`config.mk`:
```
export PLATFORM = sky130hd
export DESIGN_NAME = sha3_share_ctrl
export DESIGN_NICKNAME = d
export VERILOG_FILES = /design/src/rtl/sha3_share_pkg.sv /design/src/rtl/sha3_share_ctrl_rr_arbiter2.sv /design/src/rtl/sha3_share_ctrl.sv
export SDC_FILE = /design/constraint.sdc
export NUM_CORES = 1
export LEC_CHECK = 0
export ABC_CLOCK_PERIOD_IN_PS = 2500
export CORE_AREA = 2 2 489 491
export DETAILED_ROUTE_END_ITERATION = 10
export DIE_AREA = 0 0 491 493
export HOLD_SLACK_MARGIN = 0.15
export MAX_ROUTING_LAYER = met4
export PLACE_DENSITY = 0.3
export RECOVER_POWER = 100
export SLEW_MARGIN = 25
export SYNTH_ARGS = -nofsm -noshare
export SYNTH_HDL_FRONTEND = slang
export SYNTH_HIERARCHICAL = 1
export SYNTH_SLANG_ARGS = --single-unit
```
`constraint.sdc`:
```
create_clock -name clk -period 2.5 [get_ports clk]
set_clock_uncertainty 0.15 [all_clocks]
set_input_delay 0.5 -clock clk [delete_from_list [all_inputs] [get_ports clk]]
set_output_delay 0.5 -clock clk [all_outputs]
set_load 0.02 [all_outputs]
```
`src/rtl/sha3_share_pkg.sv`:
```
// sha3_share_pkg: shared widths and FSM state encoding for the SHA3 core-sharing controller
package sha3_share_pkg;

    localparam int DEF_WORD_W   = 64;
    localparam int DEF_DIGEST_W = 512;
    localparam int BYTE_NUM_W   = 3;

    typedef logic [2:0] state_t;

    localparam state_t ST_IDLE    = 3'd0;
    localparam state_t ST_STREAM  = 3'd1;
    localparam state_t ST_WAIT    = 3'd2;
    localparam state_t ST_DELIVER = 3'd3;
    localparam state_t ST_CLEAR   = 3'd4;

endpackage

```
`src/rtl/sha3_share_ctrl_rr_arbiter2.sv`:
```
// rr_arbiter2: two-input round-robin picker with a registered last-owner pointer
module rr_arbiter2 (
    input  logic       clk,
    input  logic       reset_n,
    input  logic [1:0] req_i,
    input  logic       grant_en_i,
    output logic       gnt_valid_o,
    output logic       gnt_id_o
);

    logic last_q;

    // On a tie the requester that did not own the core last time wins
    always_comb begin
        gnt_valid_o = |req_i;
        gnt_id_o    = req_i[1] & (~req_i[0] | ~last_q);
    end

    // Remember each winner; starting at 1 lets requester 0 win the first tie
    always_ff @(posedge clk or negedge reset_n) begin
        if (!reset_n) last_q <= 1'b1;
        else if (grant_en_i && gnt_valid_o) last_q <= gnt_id_o;
    end

endmodule

```
`src/rtl/sha3_share_ctrl.sv`:
```
// sha3_share_ctrl: shares one SHA3 core between two requesters; SHA3_SHARE_CTRL_WATCHDOG_EN adds a digest watchdog
module sha3_share_ctrl
    import sha3_share_pkg::*;
#(
    parameter int WORD_W       = DEF_WORD_W,
    parameter int DIGEST_W     = DEF_DIGEST_W,
    parameter int CLEAR_CYCLES = 2,
    parameter int TIMEOUT      = 1024
) (
    input  logic                    clk,
    input  logic                    reset_n,
    input  logic [1:0]              req_valid,
    input  logic [2*WORD_W-1:0]     req_data,
    input  logic [1:0]              req_last,
    input  logic [2*BYTE_NUM_W-1:0] req_byte_num,
    output logic [1:0]              req_ready,
    output logic [1:0]              resp_valid,
    input  logic [1:0]              resp_ack,
    output logic                    resp_err,
    output logic [DIGEST_W-1:0]     digest,
    output logic                    busy,
    output logic                    grant_id,
    output logic [WORD_W-1:0]       sha3_in,
    output logic                    sha3_in_ready,
    output logic                    sha3_is_last,
    output logic [BYTE_NUM_W-1:0]   sha3_byte_num,
    output logic                    sha3_reset,
    input  logic                    sha3_buffer_full,
    input  logic [DIGEST_W-1:0]     sha3_out,
    input  logic                    sha3_out_ready
);

    if (CLEAR_CYCLES < 1 || CLEAR_CYCLES > 15 || TIMEOUT < 1) begin : g_bad_cfg
        $error("sha3_share_ctrl: CLEAR_CYCLES must be 1..15 and TIMEOUT at least 1");
    end

    state_t              state_q, state_d;
    logic                grant_q, grant_d;
    logic [DIGEST_W-1:0] digest_q, digest_d;
    logic [3:0]          clr_q, clr_d;
    logic                arb_valid, arb_id, stream, xfer;

`ifdef SHA3_SHARE_CTRL_WATCHDOG_EN
    localparam int WD_W = $clog2(TIMEOUT + 1);
    logic [WD_W-1:0] wd_q, wd_d;
    logic            err_q, err_d;
    assign resp_err = err_q;
`else
    assign resp_err = 1'b0;
`endif

    assign grant_id = grant_q;
    assign digest   = digest_q;

    rr_arbiter2 u_arb (
        .clk        (clk),
        .reset_n    (reset_n),
        .req_i      (req_valid),
        .grant_en_i (state_q == ST_IDLE),
        .gnt_valid_o(arb_valid),
        .gnt_id_o   (arb_id)
    );

    // Owner's word passes straight to the core; ready follows buffer_full in the same cycle
    always_comb begin
        stream        = state_q == ST_STREAM;
        req_ready     = {stream && grant_q && !sha3_buffer_full, stream && !grant_q && !sha3_buffer_full};
        xfer          = req_valid[grant_q] && req_ready[grant_q];
        sha3_in       = grant_q ? req_data[2*WORD_W-1:WORD_W] : req_data[WORD_W-1:0];
        sha3_in_ready = xfer;
        sha3_is_last  = stream && req_last[grant_q];
        sha3_byte_num = !stream ? '0 : grant_q ? req_byte_num[2*BYTE_NUM_W-1:BYTE_NUM_W] : req_byte_num[BYTE_NUM_W-1:0];
        resp_valid    = {2{state_q == ST_DELIVER}} & {grant_q, !grant_q};
        busy          = state_q != ST_IDLE;
        sha3_reset    = !reset_n || state_q == ST_CLEAR;
    end

    // Message sequencing: grant, stream, capture, deliver, then clear the core
    always_comb begin
        state_d  = state_q;
        grant_d  = grant_q;
        digest_d = digest_q;
        clr_d    = clr_q;
`ifdef SHA3_SHARE_CTRL_WATCHDOG_EN
        wd_d     = wd_q;
        err_d    = err_q;
`endif
        case (state_q)
            ST_IDLE: if (arb_valid) begin
                state_d = ST_STREAM;
                grant_d = arb_id;
            end
            ST_STREAM: if (xfer && req_last[grant_q]) begin
                state_d = ST_WAIT;
`ifdef SHA3_SHARE_CTRL_WATCHDOG_EN
                wd_d    = WD_W'(TIMEOUT - 1);
`endif
            end
            ST_WAIT: if (sha3_out_ready) begin
                state_d  = ST_DELIVER;
                digest_d = sha3_out;
            end
`ifdef SHA3_SHARE_CTRL_WATCHDOG_EN
            else if (wd_q == '0) begin
                state_d  = ST_DELIVER;
                digest_d = '0;
                err_d    = 1'b1;
            end
            else wd_d = wd_q - WD_W'(1);
`endif
            ST_DELIVER: if (resp_ack[grant_q]) begin
                state_d = ST_CLEAR;
                clr_d   = 4'(CLEAR_CYCLES - 1);
`ifdef SHA3_SHARE_CTRL_WATCHDOG_EN
                err_d   = 1'b0;
`endif
            end
            ST_CLEAR: if (clr_q == '0) state_d = ST_IDLE;
                      else clr_d = clr_q - 4'd1;
            default: state_d = ST_IDLE;
        endcase
    end

    // Controller state; reset aborts any message in flight
    always_ff @(posedge clk or negedge reset_n) begin
        if (!reset_n) begin
            state_q  <= ST_IDLE;
            grant_q  <= 1'b0;
            digest_q <= '0;
            clr_q    <= '0;
        end else begin
            state_q  <= state_d;
            grant_q  <= grant_d;
            digest_q <= digest_d;
            clr_q    <= clr_d;
        end
    end

`ifdef SHA3_SHARE_CTRL_WATCHDOG_EN
    // Watchdog counter and error flag for a core that never produces a digest
    always_ff @(posedge clk or negedge reset_n) begin
        if (!reset_n) begin
            wd_q  <= '0;
            err_q <= 1'b0;
        end else begin
            wd_q  <= wd_d;
            err_q <= err_d;
        end
    end
`endif

endmodule

```
==> flow_metrics.env <==
export IMPL_vias=16500
export IMPL_ys_warn_count=6
export IMPL_rr_startpoint="state_q[2]"
export IMPL_first_global_vias=17900
export IMPL_syn_nets=1876
export IMPL_drt_iter0_drc=496
export IMPL_ant_nets=0
export IMPL_r2r_cells=8
export IMPL_cts_buffers=75
export IMPL_period_share_pct=110
export IMPL_cp_arrival_ns=2.10
export IMPL_wl_per_cell_um=23.7
export IMPL_clockRootBuffer="clkbuf_16"
export IMPL_cts_tree="done"
export IMPL_coreArea_um2=237000
export IMPL_yosysMostFrequentCell="mux2_2"
export IMPL_hpwl_um=116000
export IMPL_dieArea_um2=242000
export IMPL_final_util_pct=16.9
export IMPL_layout_min_cycle_time_ns=2.75
export IMPL_io_pins=1245
export IMPL_gp_congestion=0.791
export IMPL_hp_class="input pin to flop"
export IMPL_crit_path_max_fanout=6
export IMPL_power_total_mw=49.6
export IMPL_cts_sinks=521
export IMPL_die_w_um=491
export IMPL_synth_area_leaders="dfrtp_1 63%, mux2_2 29%, buf_6 2.7%, mux2_1 2.6%, mux2i_1 0.29%"
export IMPL_area_growth_pct=94.7
export IMPL_async_reset_ff_share_pct=100
export IMPL_synthMuxAreaShare_pct=31.9
export IMPL_nNetsFinal=3258
export IMPL_stdcell_area_um2=40100
export IMPL_yosys_area_share_simple_pct=0.766
export IMPL_max_cap_violations=2
export IMPL_maxSlewViolCount=97
export IMPL_worst_pin_slew_ns=1.60
export IMPL_endpoint_kind="output port"
export IMPL_slowest_stage="dfrtp_4"
export IMPL_die_h_um=493
export IMPL_drc=0
export IMPL_drt_vias_per_instance=2.81
export IMPL_initial_core_util_pct=8.69
export IMPL_htreeDepth=3
export IMPL_power_density_nw_per_um2=1240
export IMPL_synth_largest_area_cell="dfrtp_1"
export IMPL_dpl_cell_area_um2=37200
export IMPL_critPathCapture="sha3_in[61]"
export IMPL_cts_buffer_depth=3
export IMPL_critical_path_max_stage_delay_ns=0.56
export IMPL_cellLeakagePower_nw=16.1
export IMPL_rsz0062_at_grt="true"
export IMPL_grt_pass1_wl_um=179000
export IMPL_clk_latency_ns=0.69
export IMPL_synthAdderAreaFrac_pct=0.0608
export IMPL_crit_chain="buf_12 -> buf_16 -> buf_4 -> mux2_2 -> buf_6"
export IMPL_clk_pin_slew_ns=0.06
export IMPL_max_freq_mhz=363
export IMPL_r2r_end="digest[121]"
export IMPL_dr_pass1_iters=4
export IMPL_holdWs_ns=0.263
export IMPL_routed_wl_um=139000
export IMPL_cp_start_kind="flop"
export IMPL_critical_path_class="flop to output port"
export IMPL_finalHoldViolations=0
export IMPL_ys_seq_elements=521
export IMPL_cp_required_ns=1.85
export IMPL_violations="max-capacitance violations, max-slew violations, negative setup slack"
export IMPL_synth_compound_area_share_pct=0.462
export IMPL_ys_flop_type="dfrtp_1"
export IMPL_slew_headroom_pct=-6.98
export IMPL_syn_area_um2=20600
export IMPL_drive_above_1_share_pct=30.6
export IMPL_synth_distinct_cells=36
export IMPL_grt_use_total_pct=11.4
export IMPL_seq_area_frac_synth_pct=63.3
export IMPL_vdd_drop_max_mv=0.488
export IMPL_finalSetupViolCount=74
export IMPL_startpoint="grant_id"
export IMPL_grt_max_degree=121
export IMPL_synth_edf_count=0
export IMPL_antenna_found_initial=68
export IMPL_synth_top_area_share_pct=63.2
export IMPL_status="complete, but fails checks"
export IMPL_rows=179
export IMPL_io_buffers=1243
export IMPL_syn_instance_count=1219
export IMPL_grt_overflow_total=0
export IMPL_synth_top_family_by_area="multiplexers"
export IMPL_synth_xor_area_share_pct=0.0426
export IMPL_place_worst_setup_slack_ns=-0.0767
export IMPL_syn_area_per_cell_um2=16.9
export IMPL_setup_ws_ns=-0.252
export IMPL_synth_commonest_cells="531 x mux2_2, 520 x dfrtp_1, 49 x buf_6"
export IMPL_regToRegSetupSlack_ns=0.21
## power by group
part	switching [mW]	internal, mW	total [mW]	leakage, nW
Combinational	12.5	11.4	23.9	8.58
Clock	4.63	5.98	10.6	1.14
Sequential	2.54	12.5	15.0	6.40
Total	19.7	29.9	49.6	16.1
## placed cells by master, fill, tap and decap left out, types with 3 or more instances in the layout
cell	count
clkbuf_1	33
clkbuf_4	3
clkbuf_16	75
dfrtp_1	517
clkbuf_8	13
buf_4	67
mux2_4	12
nor2_1	4
clkinv_16	3
nand2_1	5
clkbuf_2	4
dlygate4sd2_1	177
clkinv_2	6
diode_2	33
clkdlybuf4s50_1	991
dlygate4sd3_1	35
mux2_1	47
buf_6	37
buf_12	32
buf_2	15
inv_1	4
mux2i_1	5
mux2_2	519
## sequential cells by signal, summed over array words and instances, names as in the netlist
name          flops
u_arb/last_q      1
digest          512
state_q           3
grant_id          1
clr_q             4
## per-stage QoR
stage	cells	setup TNS, ns
after global routing	5844	-34.73
after CTS	5814	-22.78
after floorplan	1219	0
after detailed placement	5633	-7.39
final	5856	-11.09
after global placement	5633	-7.62
## worst max-delay path: cells and delay by family (launching register included)
| kind | cells | cell delay [ns] |
|---|---|---|
| DFF | 1 | 0.56 |
| buffers and inverters | 4 | 0.56 |
| muxes | 1 | 0.27 |
## what timing repair did
item,4_1_cts,5_1_grt
pin swaps,4,2
setup endpoints to repair,235,78
hold buffers,35,0
gates resized for setup,400,45
cloned,2,0
hold endpoints to repair,498,0
setup buffers,13,10
## final cells by class
class / instances / area [um^2]
antenna: 33 / 82.6
clock buffer: 117 / 2150
clock inverter: 15 / 203
fill: 26300 / 197000
inverter: 4 / 15.0
multi-input combinational: 627 / 6960
sequential: 521 / 13000
tap: 3167 / 3960
timing repair buffer: 1372 / 13600
## worst min-delay path by stage
stage	from	to	slack, ns	cells past startpoint
2_1_floorplan	reset_n	clr_q[0]	0.05	0
3_3_place_gp	digest[10]	digest[10]	0.32	1
3_5_place_dp	digest[19]	digest[19]	0.32	1
4_1_cts	sha3_out[99]	digest[99]	0.15	2
5_1_grt	sha3_out[377]	digest[377]	0.20	2
6_report	sha3_out[293]	digest[293]	0.26	2
## logic make-up (layout without fill, tap and decap cells)
kind of cell	after synthesis	in the layout
flops	521	521
buf+inv	71	1508
xor+xnor	1	1
compound gates	12	12
mux	584	584
other cells	1	34
fa+ha+maj	1	1
simple gates	28	28
## metal layers
metal	track usage (%)	part of all wire [%]
met2	19.7	51
met5	-	0
met1	11.3	37
met4	2.65	1.8
met3	6.16	11
Power figures use the tool's default switching activity.
